File: src/rtl/ahbl_sram_slave_if_if.sv
// AHB-Lite and SRAM-control bundle for ahbl_sram_slave_if.
// slave: DUT side (AHB in, SRAM req out); master: bus + memory side.
`timescale 1ns/1ps
interface ahbl_sram_slave_if_if #(
  parameter int unsigned MEM_AWIDTH = 19
);
  logic                  HSEL;
  logic [31:0]           HADDR;
  logic [1:0]            HTRANS;
  logic                  HWRITE;
  logic [2:0]            HSIZE;
  logic [31:0]           HWDATA;
  logic                  HREADYIN;
  logic                  HREADYOUT;
  logic                  HRESP;
  logic [31:0]           HRDATA;
  logic                  ahbsram_req;
  logic                  ahbsram_write;
  logic [2:0]            ahbsram_size;
  logic [MEM_AWIDTH-1:0] ahbsram_addr;
  logic [31:0]           ahbsram_wdata;
  logic                  sramahb_ack;
  logic [31:0]           sramahb_rdata;

  modport slave (
    input  HSEL, HADDR, HTRANS, HWRITE,
    input  HSIZE, HWDATA, HREADYIN,
    output HREADYOUT, HRESP, HRDATA,
    output ahbsram_req, ahbsram_write,
    output ahbsram_size, ahbsram_addr,
    output ahbsram_wdata,
    input  sramahb_ack, sramahb_rdata
  );

  modport master (
    output HSEL, HADDR, HTRANS, HWRITE,
    output HSIZE, HWDATA, HREADYIN,
    input  HREADYOUT, HRESP, HRDATA,
    input  ahbsram_req, ahbsram_write,
    input  ahbsram_size, ahbsram_addr,
    input  ahbsram_wdata,
    output sramahb_ack, sramahb_rdata
  );
endinterface

File: src/rtl/ahbl_sram_slave_if.sv
// AHB-Lite slave front end for the on-chip SRAM: qualifies address phases,
// issues one-cycle SRAM requests, stretches HREADYOUT, makes ERROR responses.
// Ports: HCLK, aresetn (async, active-low), bus (ahbl_sram_slave_if_if.slave).
`timescale 1ns/1ps
module ahbl_sram_slave_if #(
  parameter int unsigned MEM_AWIDTH = 19,
  parameter int unsigned MEM_DEPTH  = 512
) (
  input  logic HCLK,
  input  logic aresetn,
  ahbl_sram_slave_if_if.slave bus
);

  typedef enum logic [2:0] {
    S_IDLE,
    S_REQ,
    S_WAIT,
    S_ERR1,
    S_ERR2
  } state_e;

  state_e state_q, state_d;

  logic                  hready_q, hready_d;
  logic                  hresp_q, hresp_d;
  logic                  req_q, req_d;
  logic                  write_q, write_d;
  logic [2:0]            size_q, size_d;
  logic [MEM_AWIDTH-1:0] addr_q, addr_d;

  logic                  valid;
  logic                  legal;
  logic                  bad_size;
  logic                  bad_align;
  logic                  bad_range;
  logic [MEM_AWIDTH-3:0] widx;
  logic                  unused_haddr;

  assign unused_haddr = ^bus.HADDR[31:MEM_AWIDTH];

  assign valid = bus.HSEL & bus.HREADYIN
               & bus.HTRANS[1] & hready_q;

  assign widx      = bus.HADDR[MEM_AWIDTH-1:2];
  assign bad_size  = bus.HSIZE > 3'b010;
  assign bad_align =
      ((bus.HSIZE == 3'b001) & bus.HADDR[0])
    | ((bus.HSIZE == 3'b010) & (|bus.HADDR[1:0]));
  assign bad_range = 32'(widx) >= MEM_DEPTH;
  assign legal     = ~(bad_size | bad_align | bad_range);

  always_comb begin
    state_d = state_q;
    write_d = write_q;
    size_d  = size_q;
    addr_d  = addr_q;
    unique case (state_q)
      S_IDLE: begin
        if (valid) begin
          if (legal) begin
            state_d = S_REQ;
            write_d = bus.HWRITE;
            size_d  = bus.HSIZE;
            addr_d  = bus.HADDR[MEM_AWIDTH-1:0];
          end else begin
            state_d = S_ERR1;
          end
        end
      end
      S_REQ:  state_d = bus.sramahb_ack ? S_IDLE : S_WAIT;
      S_WAIT: if (bus.sramahb_ack) state_d = S_IDLE;
      S_ERR1: state_d = S_ERR2;
      // An address phase shown during ERR2 is dropped.
      S_ERR2: state_d = S_IDLE;
      default: state_d = S_IDLE;
    endcase
    // Outputs are registered, so derive them from the next state.
    hready_d = (state_d == S_IDLE) | (state_d == S_ERR2);
    hresp_d  = (state_d == S_ERR1) | (state_d == S_ERR2);
    req_d    = (state_d == S_REQ);
  end

  always_ff @(posedge HCLK or negedge aresetn) begin
    if (!aresetn) begin
      state_q  <= S_IDLE;
      hready_q <= 1'b1;
      hresp_q  <= 1'b0;
      req_q    <= 1'b0;
      write_q  <= 1'b0;
      size_q   <= 3'b000;
      addr_q   <= '0;
    end else begin
      state_q  <= state_d;
      hready_q <= hready_d;
      hresp_q  <= hresp_d;
      req_q    <= req_d;
      write_q  <= write_d;
      size_q   <= size_d;
      addr_q   <= addr_d;
    end
  end

  assign bus.HREADYOUT     = hready_q;
  assign bus.HRESP         = hresp_q;
  assign bus.HRDATA        = bus.sramahb_rdata;
  assign bus.ahbsram_req   = req_q;
  assign bus.ahbsram_write = write_q;
  assign bus.ahbsram_size  = size_q;
  assign bus.ahbsram_addr  = addr_q;
  assign bus.ahbsram_wdata = bus.HWDATA;

endmodule

File: src/flat_wrapper.sv
// flat-port wrapper written by rule: the top's interface ports become plain ports
module ahbl_sram_slave_if_flat 
#(
  parameter int unsigned MEM_AWIDTH = 19,
  parameter int unsigned MEM_DEPTH  = 512
)
  (HCLK, aresetn, bus_HSEL, bus_HADDR, bus_HTRANS, bus_HWRITE, bus_HSIZE, bus_HWDATA, bus_HREADYIN, bus_HREADYOUT, bus_HRESP, bus_HRDATA, bus_ahbsram_req, bus_ahbsram_write, bus_ahbsram_size, bus_ahbsram_addr, bus_ahbsram_wdata, bus_sramahb_ack, bus_sramahb_rdata);
  ahbl_sram_slave_if_if #(.MEM_AWIDTH(MEM_AWIDTH)) bus_i ();
  input  logic HCLK;
  input  logic aresetn;
  input wire logic [$bits(bus_i.HSEL)-1:0] bus_HSEL;
  input wire logic [$bits(bus_i.HADDR)-1:0] bus_HADDR;
  input wire logic [$bits(bus_i.HTRANS)-1:0] bus_HTRANS;
  input wire logic [$bits(bus_i.HWRITE)-1:0] bus_HWRITE;
  input wire logic [$bits(bus_i.HSIZE)-1:0] bus_HSIZE;
  input wire logic [$bits(bus_i.HWDATA)-1:0] bus_HWDATA;
  input wire logic [$bits(bus_i.HREADYIN)-1:0] bus_HREADYIN;
  output wire logic [$bits(bus_i.HREADYOUT)-1:0] bus_HREADYOUT;
  output wire logic [$bits(bus_i.HRESP)-1:0] bus_HRESP;
  output wire logic [$bits(bus_i.HRDATA)-1:0] bus_HRDATA;
  output wire logic [$bits(bus_i.ahbsram_req)-1:0] bus_ahbsram_req;
  output wire logic [$bits(bus_i.ahbsram_write)-1:0] bus_ahbsram_write;
  output wire logic [$bits(bus_i.ahbsram_size)-1:0] bus_ahbsram_size;
  output wire logic [$bits(bus_i.ahbsram_addr)-1:0] bus_ahbsram_addr;
  output wire logic [$bits(bus_i.ahbsram_wdata)-1:0] bus_ahbsram_wdata;
  input wire logic [$bits(bus_i.sramahb_ack)-1:0] bus_sramahb_ack;
  input wire logic [$bits(bus_i.sramahb_rdata)-1:0] bus_sramahb_rdata;
  assign bus_i.HSEL = bus_HSEL;
  assign bus_i.HADDR = bus_HADDR;
  assign bus_i.HTRANS = bus_HTRANS;
  assign bus_i.HWRITE = bus_HWRITE;
  assign bus_i.HSIZE = bus_HSIZE;
  assign bus_i.HWDATA = bus_HWDATA;
  assign bus_i.HREADYIN = bus_HREADYIN;
  assign bus_HREADYOUT = bus_i.HREADYOUT;
  assign bus_HRESP = bus_i.HRESP;
  assign bus_HRDATA = bus_i.HRDATA;
  assign bus_ahbsram_req = bus_i.ahbsram_req;
  assign bus_ahbsram_write = bus_i.ahbsram_write;
  assign bus_ahbsram_size = bus_i.ahbsram_size;
  assign bus_ahbsram_addr = bus_i.ahbsram_addr;
  assign bus_ahbsram_wdata = bus_i.ahbsram_wdata;
  assign bus_i.sramahb_ack = bus_sramahb_ack;
  assign bus_i.sramahb_rdata = bus_sramahb_rdata;
  ahbl_sram_slave_if #(.MEM_AWIDTH(MEM_AWIDTH), .MEM_DEPTH(MEM_DEPTH)) u_core (.HCLK(HCLK), .aresetn(aresetn), .bus(bus_i));
endmodule
File: config.mk
export PLATFORM = sky130hd
export DESIGN_NAME = ahbl_sram_slave_if_flat
export DESIGN_NICKNAME = d
export VERILOG_FILES = /design/src/rtl/ahbl_sram_slave_if_if.sv /design/src/rtl/ahbl_sram_slave_if.sv /design/src/flat_wrapper.sv
export SDC_FILE = /design/constraint.sdc
export NUM_CORES = 1
export LEC_CHECK = 0
export BUFFER_PORTS_ARGS = -buffer_cell sky130_fd_sc_hd__buf_2
export CORE_ASPECT_RATIO = 0.7
export CORE_MARGIN = 4
export CORE_UTILIZATION = 35
export DETAILED_ROUTE_END_ITERATION = 8
export GPL_TIMING_DRIVEN = 1
export PLACE_DENSITY = 0.94
export SETUP_SLACK_MARGIN = 0.4
export SLEW_MARGIN = 0
export SYNTH_ARGS = -nofsm -noshare
export SYNTH_HDL_FRONTEND = slang
export SYNTH_SLANG_ARGS = --single-unit
export TNS_END_PERCENT = 30
File: constraint.sdc
create_clock -name HCLK -period 5.07 [get_ports HCLK]
set_input_delay 0.507 -clock HCLK [delete_from_list [all_inputs] [get_ports HCLK]]
set_output_delay 0.507 -clock HCLK [all_outputs]
set_load 0.01 [all_outputs]
# Word-level counts from Yosys, hierarchy flattened
# Cells that the tools add are included.
# classes
n_lt_le_gt_ge	2
n_eq_ne	8
n_mux	5
n_bitwise	11
reduce_logical	4
# ops
operator	n
17-bit by 10-bit >= comparator with 1-bit output (second input constant)	1
3-bit by 2-bit == test with 1-bit output (second input constant)	4
3-bit case mux with 4 select lines	1
3-bit by 1-bit == test with 1-bit output (second input constant)	3
3-bit logical NOT	2
3-bit 2-to-1 mux	2
1-bit AND	5
1-bit OR	5
2-bit 2-to-1 mux	2
3-bit == test (second input constant)	1
3-bit by 2-bit > comparator with 1-bit output (second input constant)	1
3-bit AND reduction	1
2-bit OR reduction	1
1-bit inverter	1
# totals
register_bits	29
in_bits	107
out_inout_bits	90
wordCells	37

# Longest topological paths before layout
# depth
ltp_word	10
ltp_mapped	5
mapped_depth_nobuf	4

# Worst setup path after synthesis
# OpenSTA, ideal clock, no wires.
# synth_timing
path_kind	input -> register
start	input bus_HADDR[17]
end	register u_core.addr_q[0], in the netlist u_core.bus.ahbsram_addr[0]
setup_ns	0.125
t_arrival_ns	1.785
required_time_ns	4.945
setup_slack_ns	3.160
cell_stages	5
path_buffers	1
cell_sequence	nor4_4 o2111ai_2 nor4_4 buf_6 mux2_2
# synth_via
elab_chain_cells	4
# synth_lines
element	line_no	source
start, declared	flat_wrapper.sv:12	input wire logic [$bits(bus_i.HADDR)-1:0] bus_HADDR;
17-bit by 10-bit >= comparator with 1-bit output	ahbl_sram_slave_if.sv:49	assign bad_range = 32'(widx) >= MEM_DEPTH;
1-bit OR	ahbl_sram_slave_if.sv:50	assign legal = ~(bad_size | bad_align | bad_range);
1-bit inverter (no source line)	--	
3-bit AND reduction (no source line)	--	
end signal, assigned	ahbl_sram_slave_if.sv:99	addr_q <= addr_d;
end, declared	ahbl_sram_slave_if.sv:29	logic [MEM_AWIDTH-1:0] addr_q, addr_d;
# No other way between the ends.
# A chain may end at the register's enable or synchronous reset.

# Worst setup path in the final report
# layout_timing
start	input bus_HADDR[17]
end	register u_core.addr_q[10], in the netlist u_core.bus.ahbsram_addr[10]
# Same word-level chain as after synthesis.

==> reports/results.md <==
| Stage | Metric | Reported |
|:---|:---|:---|
| final layout | Area added between synthesis and finish | -4.769% |
| final layout | Fill cells | 454 |
| critical path | Crit-path slowest cell | nor4_4 |
| final layout | Commonest non-fill, non-tap cell in the layout | buf_2 |
| floorplanning | Number of standard-cell rows in the floorplan | 20 |
| final layout | Final Util | 0.3480 |
| final layout | Total Nets Final | 242 |
| synth | Gate count of the mapped netlist | 139 |
| final layout | Count of antenna diodes in the layout | 0 |
| place | Cell count after placement | 183 |
| critical path | Critical Path Fanout Max | 15 |
| clock network | TritonCTS buffer count | 5 |
| grt | Maximum number of pins on one net before global-route repair | 30 |
| synth | Leading post-synthesis cells by cell area | dfrtp_1 (44%), buf_4 (30%), mux2_2 (9.9%) |
| synth | Synthesized flop and latch total | 29 |
| sta | Slew @ Worst Pin | 0.6561 ns |
| final layout | Leading cell types in the layout, fill and taps excluded | buf_2 (54), dfrtp_1 (28), mux2_2 (14), nor2b_1 (9), clkbuf_8 (5) |
| sta | Number of endpoints failing setup at the final stage | 0 |
| sta | Crit share post-route | 0.4357 |
| clock network | Clock root buffer | clkbuf_8 |
| synth | Per-instance average area after synthesis | 11.51 sq um |
| final layout | Final instance count without filler cells | 191 |
| route | Number of remaining DRC errors | 0 |
| floorplanning | Vertical extent of the die | 64.58 um |
| route | Via-to-Cell Ratio | 4.565 |
| floorplanning | Die boundary width | 88.82 um |
| critical path | Worst path bufs/invs | 2 |
| power | Worst-case vdd ir drop | 0.1335 mV |
| floorplanning | I/O pin count | 197 |
| critical path | Crit-path max cell delay | 0.53 ns |
| critical path | Arrival time of data at the critical path endpoint | 2.36 ns |
| place | Cell area reported after detailed placement | 0.001444 sq mm |
| critical path | Required @ worst endpoint | 5.22 ns |
| clock network | Clk sinks | 29 |
| floorplanning | Starting density of the core | 0.3654 |
| critical path | Crit start category | input port |
| route | Average wire per cell in the routed design | 15.21 um |
| critical path | CP Cell Sequence | buf_2 -> nor4_4 -> o2111ai_2 -> nor4_4 -> buf_4 -> mux2_2 |
| critical path | Worst setup slack for register-to-register paths | 2.88 ns |
| final layout | Post-route standard cell area excluding fillers | 0.001524 sq mm |
| clock network | Clock transition time at the flip-flop clock pins of the worst setup and hold paths | 0.06 ns |
| clock network | Skew-Pair Late Insertion Delay | 0.27 ns |
| grt | Via count of the first global-routing pass | 896 |
| synth | Count of synthesis-stage warnings from yosys | 0 |
| sta | Clock period minus worst slack | 2.209 ns |
| synth | Count of unique library cells instantiated by Yosys | 19 |
| sta | TNS Setup | 0 ns |
| sta | Highest clock frequency the design can meet | 452.7 MHz |
| critical path | Crit path top cell by count | nor4_4 |
| place | Buffers added on ports | 54 |
| grt | GRT Total Usage | 0.1092 |
| synth | Area share of the leading cell type in the synthesized netlist | 0.4378 |
| route | Total vias in the final route | 872 |
| power | Leakage power | 0.0008384 uW |
| clock network | Quantity of gates resized following cts | 0 |
| route | Detailed router's first-iteration violation count | 15 |
| route | Post-route antenna net violation count | 0 |
| grt | Wire length of the first global-routing pass | 4623 um |
| route | Detailed Routing Iterations Pass 1 | 4 |
| sta | Slew headroom | 0.5593 |
| route | Total Wirelength | 2906 um |
| final layout | Share of post-route cells with drive strength above 1 | 0.5735 |
| sta | Unrepaired setup endpoints after global routing | no |
| floorplanning | Area of the placeable core | 0.004379 sq mm |
| outcome | Outcome | complete, no violations |
| synth | Sequential cell area fraction in the yosys report | 0.4543 |
| synth | Library cell with the largest summed area after synthesis | dfrtp_1 |
| synth | Post-Syn Nets | 246 |
| sta | Final hold violation count | 0 |
| clock network | Clock tree from TritonCTS | yes |
| synth | Area of the mapped netlist | 0.001600 sq mm |
| clock network | Max Root-Sink Buffers | 2 |
| sta | Final Max Slew Viols | 0 |
| place | Final weighted congestion in routability-driven placement | 0.7456 |
| clock network | Number of post-CTS setup repair buffers | 0 |
| clock network | Total number of H-tree levels | 2 |
| sta | Clock skew | 0.006610 ns |
| clock network | Hold bufs inserted after CTS | 0 |
| flow run | Number of maximum-capacitance violations | 0 |
| critical path | Critical Setup Path Class | input port to flip-flop |
| power | Cell area power density | 294.2 mW/mm^2 |
| min path | Worst min-delay path class | input port to async pin |
| critical path | Family of cells with the greatest summed delay on the critical path | simple AND/OR/NAND/NOR gates |
| floorplanning | Total Die Area | 0.005736 sq mm |
| grt | Antenna violations before repair | 0 |
| critical path | Critical Path Sink Type | flip-flop |
| grt | Remaining global-route overflow | 0 |
[flip-flops by register name (all words and copies together) (netlist names)]
signal and count:
u_core.bus.ahbsram_addr 19, u_core.bus.ahbsram_write 1, u_core.bus.HRESP 1, u_core.bus.ahbsram_req 1, u_core.bus.ahbsram_size 3, u_core.bus.HREADYOUT 1
u_core.state_q 3
[area by class of cell]
class                           count  area, sq um  area share
Sequential cell                    29        726.9      0.4770
Multi-Input combinational cell     44        370.4      0.2430
Timing Repair Buffer               55        277.8      0.1823
Clock buffer                        8        80.08     0.05255
Tap cell                           55        68.82     0.04516
[metal layers]
metal | vias up | share of wire | global-route usage
met3 | 7 | 0.17 | 0.1029
li1 | 380 | - | -
met4 | 0 | 0.0093 | 0.04340
met1 | 411 | 0.40 | 0.1277
met5 | - | 0 | 0
met2 | 74 | 0.42 | 0.1343
[through the flow]
step	worst slack (ns)	total power, uW	hold WS [ns]
floorplan	3.160	308.1	0.2114
global placement	2.546	276.6	0.4766
detailed placement	2.521	277.7	0.4800
CTS	2.814	458.8	0.2748
global route	2.681	474.1	0.3123
finish	2.861	448.4	0.2518
[synth_stat cells (all sizes together)]
| cell type | number |
|---|---|
| mux2 | 14 |
| nor3 | 3 |
| o21ai | 1 |
| o22ai | 1 |
| o211ai | 1 |
| o31ai | 1 |
| nor4 | 2 |
| nand4bb | 1 |
| nand2b | 1 |
| nor2 | 3 |
| nor2b | 9 |
| nand2 | 4 |
| o2111ai | 1 |
| dfrtp | 28 |
| buf | 66 |
| xnor2 | 1 |
| dfstp | 1 |
| a21oi | 1 |
[final timing paths]
| kind | start | end | cells past startpoint |
|---|---|---|---|
| min in group HCLK | bus_sramahb_ack | u_core.state_q[1] | 2 |
| max in group asynchronous | aresetn | u_core.bus.ahbsram_addr[8] | 1 |
| worst min register to register | u_core.bus.ahbsram_addr[11] | u_core.bus.ahbsram_addr[11] | 1 |
| worst max-delay path | bus_HADDR[17] | u_core.bus.ahbsram_addr[10] | 6 |
| worst min-delay path | aresetn | u_core.bus.ahbsram_addr[14] | 1 |
| worst max register to register | u_core.state_q[1] | u_core.bus.ahbsram_addr[10] | 4 |
[cells by family (layout without fill, tap and decap cells)]
family,count (synthesis),in the layout,synth area share
buffers and inverters,66,63,0.3143
flip-flops,29,29,0.4543
AO/OA/AOI/OAI,6,6,0.02893
XOR/XNOR,1,1,0.005474
multiplexers,14,14,0.09851
AND/OR/NAND/NOR,23,23,0.09851
[power breakdown]
part / internal (uW) / switching (uW)
Combinational: 14.7 / 18.1
Sequential: 237 / 3.28
Clock: 97.2 / 78.1
Total: 349 / 99.4
[worst register-to-register path, delay by kind of cell (launching register included)]
| kind | cells | cell delay [ns] |
|---|---|---|
| muxes | 1 | 0.36 |
| DFF | 1 | 0.41 |
| buffers and inverters | 1 | 0.34 |
| and+or+nand+nor | 2 | 0.97 |
No activity file was read; power rests on OpenSTA's default activity.
